[config.mk]
export PLATFORM = sky130hd
export DESIGN_NAME = branch_predictor_flat
export DESIGN_NICKNAME = d
export VERILOG_FILES = /design/src/rtl/branch_predictor_if.sv /design/src/rtl/branch_predictor.sv /design/src/flat_wrapper.sv
export SDC_FILE = /design/constraint.sdc
export NUM_CORES = 1
export LEC_CHECK = 0
export CAP_MARGIN = 20
export CORE_MARGIN = 2
export CORE_UTILIZATION = 55
export DETAILED_ROUTE_END_ITERATION = 7
export GPL_ROUTABILITY_DRIVEN = 0
export PLACE_DENSITY_LB_ADDON = 0.2
export SYNTH_ARGS = -nofsm -noshare
export SYNTH_HDL_FRONTEND = slang
export SYNTH_SLANG_ARGS = --single-unit
[constraint.sdc]
create_clock -name clk -period 15.3 [get_ports clk]
set_input_delay 4.59 -clock clk [delete_from_list [all_inputs] [get_ports clk]]
set_output_delay 4.59 -clock clk [all_outputs]
set_load 0.01 [all_outputs]
[src/rtl/branch_predictor_if.sv]
// branch_predictor_if: fetch lookup and decode resolution signals of the branch predictor
interface branch_predictor_if;
  logic [15:0] PC_curr;
  logic        update_en;
  logic [15:0] update_PC;
  logic        actual_taken;
  logic [15:0] actual_target;
  logic        update_pred_taken;
  logic [15:0] update_pred_target;
  logic        predicted_taken;
  logic [15:0] predicted_target;
  logic        hit;
  logic        mispredict;
  logic [15:0] mispredict_count;
  modport master (
    output PC_curr, update_en, update_PC, actual_taken, actual_target,
           update_pred_taken, update_pred_target,
    input  predicted_taken, predicted_target, hit, mispredict, mispredict_count
  );
  modport slave (
    input  PC_curr, update_en, update_PC, actual_taken, actual_target,
           update_pred_taken, update_pred_target,
    output predicted_taken, predicted_target, hit, mispredict, mispredict_count
  );
endinterface

[src/rtl/branch_predictor.sv]
// branch_predictor: 8-entry direct-mapped BTB with 2-bit saturating counters and mispredict counter
module branch_predictor (
  input logic clk,
  input logic rst,
  branch_predictor_if.slave bp
);
  logic        valid [8];
  logic [11:0] tag   [8];
  logic [1:0]  cnt   [8];
  logic [15:0] tgt   [8];
  logic [15:0] count;
  logic [2:0]  li, ui;
  logic        uhit;
  assign li = bp.PC_curr[3:1];
  assign ui = bp.update_PC[3:1];
  assign bp.hit = valid[li] && (tag[li] == bp.PC_curr[15:4]);
  assign bp.predicted_taken = bp.hit && cnt[li][1];
  assign bp.predicted_target = bp.hit ? tgt[li] : 16'h0000;
  assign uhit = valid[ui] && (tag[ui] == bp.update_PC[15:4]);
  assign bp.mispredict = bp.update_en && ((bp.update_pred_taken != bp.actual_taken) ||
                         (bp.actual_taken && bp.update_pred_target != bp.actual_target));
  assign bp.mispredict_count = count;
  always_ff @(posedge clk or posedge rst) begin
    if (rst) begin
      for (int i = 0; i < 8; i++) begin
        valid[i] <= 1'b0;
        tag[i]   <= '0;
        cnt[i]   <= 2'b01;
        tgt[i]   <= '0;
      end
      count <= '0;
    end else begin
      if (bp.update_en && uhit) begin
        cnt[ui] <= bp.actual_taken ? ((cnt[ui] == 2'b11) ? 2'b11 : cnt[ui] + 2'd1)
                                   : ((cnt[ui] == 2'b00) ? 2'b00 : cnt[ui] - 2'd1);
        if (bp.actual_taken) tgt[ui] <= bp.actual_target;
      end else if (bp.update_en && bp.actual_taken) begin
        valid[ui] <= 1'b1;
        tag[ui]   <= bp.update_PC[15:4];
        cnt[ui]   <= 2'b10;
        tgt[ui]   <= bp.actual_target;
      end
      if (bp.mispredict && count != 16'hFFFF) count <= count + 16'd1;
    end
  end
endmodule

[src/flat_wrapper.sv]
// flat-port wrapper written by rule: the top's interface ports become plain ports
module branch_predictor_flat 
  (clk, rst, bp_PC_curr, bp_update_en, bp_update_PC, bp_actual_taken, bp_actual_target, bp_update_pred_taken, bp_update_pred_target, bp_predicted_taken, bp_predicted_target, bp_hit, bp_mispredict, bp_mispredict_count);
  branch_predictor_if bp_i ();
  input logic clk;
  input logic rst;
  input wire logic [$bits(bp_i.PC_curr)-1:0] bp_PC_curr;
  input wire logic [$bits(bp_i.update_en)-1:0] bp_update_en;
  input wire logic [$bits(bp_i.update_PC)-1:0] bp_update_PC;
  input wire logic [$bits(bp_i.actual_taken)-1:0] bp_actual_taken;
  input wire logic [$bits(bp_i.actual_target)-1:0] bp_actual_target;
  input wire logic [$bits(bp_i.update_pred_taken)-1:0] bp_update_pred_taken;
  input wire logic [$bits(bp_i.update_pred_target)-1:0] bp_update_pred_target;
  output wire logic [$bits(bp_i.predicted_taken)-1:0] bp_predicted_taken;
  output wire logic [$bits(bp_i.predicted_target)-1:0] bp_predicted_target;
  output wire logic [$bits(bp_i.hit)-1:0] bp_hit;
  output wire logic [$bits(bp_i.mispredict)-1:0] bp_mispredict;
  output wire logic [$bits(bp_i.mispredict_count)-1:0] bp_mispredict_count;
  assign bp_i.PC_curr = bp_PC_curr;
  assign bp_i.update_en = bp_update_en;
  assign bp_i.update_PC = bp_update_PC;
  assign bp_i.actual_taken = bp_actual_taken;
  assign bp_i.actual_target = bp_actual_target;
  assign bp_i.update_pred_taken = bp_update_pred_taken;
  assign bp_i.update_pred_target = bp_update_pred_target;
  assign bp_predicted_taken = bp_i.predicted_taken;
  assign bp_predicted_target = bp_i.predicted_target;
  assign bp_hit = bp_i.hit;
  assign bp_mispredict = bp_i.mispredict;
  assign bp_mispredict_count = bp_i.mispredict_count;
  branch_predictor u_core (.clk(clk), .rst(rst), .bp(bp_i));
endmodule
# Yosys cells after proc, flatten, opt, wreduce, memory -nomap -nowiden
# Index checks and enable logic that the tools add are counted.
dict set report totals {
  regBits 264
  latchBits 0
  mem_bits_rw 0
  mem_bits_ro 0
  in_bits 69
  out_inout_bits 35
  word_cells 108
  mem_count 0
}
dict set report classes {
  n_addsub 3
  n_mul 0
  div_mod_pow 0
  magnitude_cmp 3
  eq_ne 7
  shifts 0
  muxes 41
  n_bitwise 7
  reduce_logical 14
}
# operator count
set op_table {}
lappend op_table {{128-bit 2-to-1 mux} 3}
lappend op_table {{128-bit bitwise mux} 1}
lappend op_table {{96-bit bitwise mux} 1}
lappend op_table {{16-bit 2-to-1 mux} 6}
lappend op_table {{12-bit binary-select mux with 3-bit select} 2}
lappend op_table {{12-bit 2-to-1 mux} 5}
lappend op_table {{16-bit binary-select mux with 3-bit select} 1}
lappend op_table {{16-bit demux with 3-bit select} 1}
lappend op_table {{12-bit demux with 3-bit select} 1}
lappend op_table {{12-bit equality test} 2}
lappend op_table {{16-bit by 1-bit adder with 16-bit output (second input constant)} 1}
lappend op_table {{16-bit bitwise mux} 1}
lappend op_table {{2-bit 2-to-1 mux} 8}
lappend op_table {{16-bit != test} 1}
lappend op_table {{16-bit != test (second input constant)} 1}
lappend op_table {{8-bit OR} 2}
lappend op_table {{2-bit binary-select mux with 3-bit select} 2}
lappend op_table {{1-bit logical AND} 9}
lappend op_table {{8-bit AND} 1}
lappend op_table {{4-bit >= comparator (second input constant)} 2}
lappend op_table {{3-bit NOT with 4-bit output} 2}
lappend op_table {{8-bit NOT} 1}
lappend op_table {{1-bit binary-select mux with 3-bit select} 2}
lappend op_table {{2-bit demux with 3-bit select} 1}
lappend op_table {{13 further kinds} 18}

# Depth between registers and ports, before layout
dict set report logic_depth {
  depth_word 9
  mapped_depth 11
  mapped_depth_nobuf 7
}

# Worst setup path after synthesis
# Ideal clock, no wire load.
dict set report synth_path {
  path_type {input-to-output}
  startpoint {in bp_PC_curr[1]}
  endpoint {out bp_predicted_target[10]}
  arrival_time_ns 7.292
  t_required_ns 10.710
  slack_ns 3.418
  path_stages 10
  n_path_buf 4
  cell_sequence {buf_2 buf_1 mux4_2 mux2i_1 xor2_1 nand3_1 or4_1 clkbuf_1 buf_1 nor2_1}
}
dict set report synth_via {
  elab_chain_cells 7
  word_cells_on_any_way 13
  cone_classes {eq/ne: 1; mux: 10; bitwise: 1; reduce/logical: 1}
}
# item line_no
set synth_lines {}
lappend synth_lines {{from (decl)} flat_wrapper.sv:7} ;# input wire logic [$bits(bp_i.PC_curr)-1:0] bp_PC_curr;
lappend synth_lines {{3-bit NOT with 4-bit output (implied by the code) *} {branch_predictor.sv:16, branch_predictor.sv:18}}
lappend synth_lines {{12-bit binary-select mux with 3-bit select} branch_predictor.sv:16} ;# assign bp.hit = valid[li] && (tag[li] == bp.PC_curr[15:4]);
lappend synth_lines {{12-bit 2-to-1 mux (implied by the code) (2 in series)} branch_predictor.sv:16}
lappend synth_lines {{12-bit equality test} branch_predictor.sv:16}
lappend synth_lines {{1-bit logical AND} branch_predictor.sv:16}
lappend synth_lines {{16-bit 2-to-1 mux *} branch_predictor.sv:18} ;# assign bp.predicted_target = bp.hit ? tgt[li] : 16'h0000;
lappend synth_lines {{to (decl)} flat_wrapper.sv:15} ;# output wire logic [$bits(bp_i.predicted_target)-1:0] bp_predicted_target;
# Every way passes the cells marked *; elsewhere a longest branch is shown, timed or not. The select of a mux whose other input is x is not followed.

# Worst setup path after layout
# Ends and elaborated chain as after synthesis.

==> results by group <==
Pwr
  – Overall power: 2.10 mW
  – Internal power: 1.55 mW
  – Clock Power Share: 33.1%
  – Peak supply drop: 0.140 mV
  – Comb pwr share: 21.2%
  – Net Sw Frac: 25.9%
  – Psw: 0.544 mW
  – Lkg Pwr: 6.41 nW
  – Part of the power in registers: 45.7%
  – Pwr dens: 135 nW/um2

Timing
  – Final period util: 86.5%
  – Slew Limit Fails: 0
  – Final Hold Viols: 0
  – Final setup fails: 0
  – Clock Skews: 0.00813 ns
  – Tmin final: 13.24 ns
  – Worst slew margin: 32.6%
  – Unrepaired setup endpoints after global routing: no
  – Actual slew at the worst max-slew pin: 1.01 ns
  – Maximum clock frequency: 75.6 MHz
  – Final TNS setup: 0 ns

Flow run
  – MaxCap Viol Count: 0

Drt
  – DRC Markers: 0
  – Vias per cell: 6.11
  – Final wirelength: 30600 um
  – Drt pass-1 iters: 5
  – Antenna-violating nets left: 0
  – Via count: 8182
  – Iteration-0 DRC Markers: 524
  – Avg WL per Cell: 22.8 um

Synthesis
  – Yosys cell types: 42
  – Seq/Total Area, Yosys: 49.6%
  – Prevailing post-synth register cell: dfrtp_1
  – Asr flop ratio synth: 100%
  – Synth top area share: 48.0%
  – Post-Syn Area per Cell: 14.4 um2
  – Post-Syn Nets: 998
  – Mapped Area: 13300 um2
  – Post-synthesis sequential element count: 264
  – Synth warnings: 0
  – Cells after Synth: 928
  – Post-synth EDFFs: 0
  – Top cells by area, synth: dfrtp_1 (48%), mux2_2 (19%), mux4_2 (14%), mux2i_1 (3.2%), xor2_1 (1.9%)
  – Post-synth top area cell: dfrtp_1

CTS
  – CTS Hold Bufs: 0
  – Clock sinks: 264
  – TritonCTS clock tree: built
  – CTS Buf Count: 29
  – # resized after CTS: 0
  – Clk_lat worst skew: 0.54 ns
  – Max Root-Sink Buffers: 3
  – Worst-path clk slew: 0.06 ns
  – CTS Root Cell: clkbuf_16
  – CTS H-tree lvls: 1
  – Setup bufs post-CTS: 0

Floorplanning
  – Die X-Extent: 160 um
  – Die height: 160 um
  – Io pins: 104
  – Die ar.: 25500 um2
  – Core Rows: 56
  – Core ar.: 23600 um2
  – Initial Util: 56.5%

Finish
  – ANT cells: 0
  – Finished Layout Cells: 1340
  – Most frequent cells in the layout: dfrtp_1 (256), mux2_2 (227), clkdlybuf4s50_1 (96), mux4_2 (84), mux2i_1 (43)
  – Area Growth Syn to Fin: 16.7%
  – Share of cells above drive strength 1: 40.5%
  – Nets@finish: 1070
  – Fill cells: 1745
  – Most common cell after layout, fill and taps aside: dfrtp_1
  – Final core occ: 65.9%

Global route
  – First-pass GRT wire length: 48800 um
  – Vias in the first global route: 8475
  – Largest net degree at the start of global routing: 124
  – Congestion Overflow GR: 0
  – Antenna violations before repair: 0
  – GRT Util Overall: 24.5%

Setup path
  – Crit path launch type: input port
  – Data arrival time of the worst path: 8.65 ns
  – Required time worst endpoint: 10.71 ns
  – Critical R2R Launch: u_core.tag[6]
  – Worst Path Max Fanout: 41
  – Crit path launch: bp_PC_curr[1]
  – Critical Path Sink Type: output port
  – CP Class: input port to output port

Hold path
  – Hold Startpoint: u_core.cnt[8]
  – Min-delay worst type: flip-flop to flip-flop

Placed design
  – Dpl cells: 1285
  – I/O Buffers: 101
  – Final HPWL DP: 18200 um

Run status
  – Status: finished, final reports clean
## final timing paths
path / endpoint / slack [ns] / cells past startpoint
min in group asynchronous: u_core.bp.mispredict_count[4] / 4.62 / 2
hold reg to reg: u_core.cnt[8] / 0.48 / 2
hold / removal: u_core.cnt[8] / 0.48 / 2
max in group asynchronous: u_core.tgt[69] / 9.34 / 3
setup / recovery: bp_predicted_target[10] / 2.06 / 10
setup reg to reg: u_core.tag[45] / 11.62 / 8
## worst max-delay path, cell delays in order
cell and delay (ns):
buf_4 0.67, buf_4 0.51, mux4_2 0.57, xnor2_1 0.15, nand2_1 0.07, o21ai_0 0.21
nand3_1 0.11, or4_1 0.89, nor2_1 0.25, clkdlybuf4s50_1 0.56
## cell usage after synthesis (9+ instances only)
cell type and n:
nand2_1 16, or2_2 10, nor3_1 11, xnor2_1 26
xor2_1 29, clkbuf_1 40, nor2_1 31, nor4_1 9
dfrtp_1 256, buf_2 9, a21oi_1 9, buf_1 21
inv_1 18, mux2_2 227, nand3_1 15, mux4_2 84
mux2i_1 43
## power by group through the flow
stage	clock (mW)	sequential, mW	combinational (mW)
floorplan	0	0.942	0.342
global placement	0	0.959	0.435
detailed placement	0	0.968	0.446
CTS	0.707	0.958	0.448
global route	0.737	0.981	0.482
finish	0.694	0.960	0.445
## layer usage
metal,track usage [%],share of wire (%),up-vias
met5,0,0,-
met4,6.98,2.5,0
met3,3.61,4.8,48
met2,38.9,48,230
met1,35.5,45,4318
li1,-,-,3586
## per-stage QoR
step	hold WS [ns]	worst slack, ns	area [um2]
3_3_place_gp	0.460	2.02	14600
3_5_place_dp	0.461	1.97	14600
4_1_cts	0.472	1.95	15500
6_report	0.478	2.06	15600
5_1_grt	0.485	1.70	15600
2_1_floorplan	0.449	3.42	13300
## state kept, by name, summed over array words and instances (netlist names)
| name | count |
|---|---|
| u_core.bp.mispredict_count | 16 |
| u_core.cnt | 16 |
| u_core.tag | 96 |
| u_core.tgt | 128 |
| u_core.valid | 8 |
## cell type report
type                            count  area [um2]  area share, %
Clock buffer                       43         858           5.51
Multi-Input combinational cell    566        6350           40.8
Inverter                           18        75.1          0.482
Timing Repair Buffer              121        1170           7.49
Clock inverter                      9        98.8          0.635
Tap cell                          319         399           2.56
Sequential cell                   264        6620           42.5
## cells by family after synthesis
family                     Yosys count  share of synthesized area (%)
adders and majority gates            3                          0.244
AOI/OAI and AO/OA                   44                           2.55
and+or+nand+nor                    110                           4.07
muxes                              354                           36.6
xor gates and xnor gates            55                           3.61
buffers and inverters               98                           3.32
DFF                                264                           49.6
(Power assumes the default switching activity.)
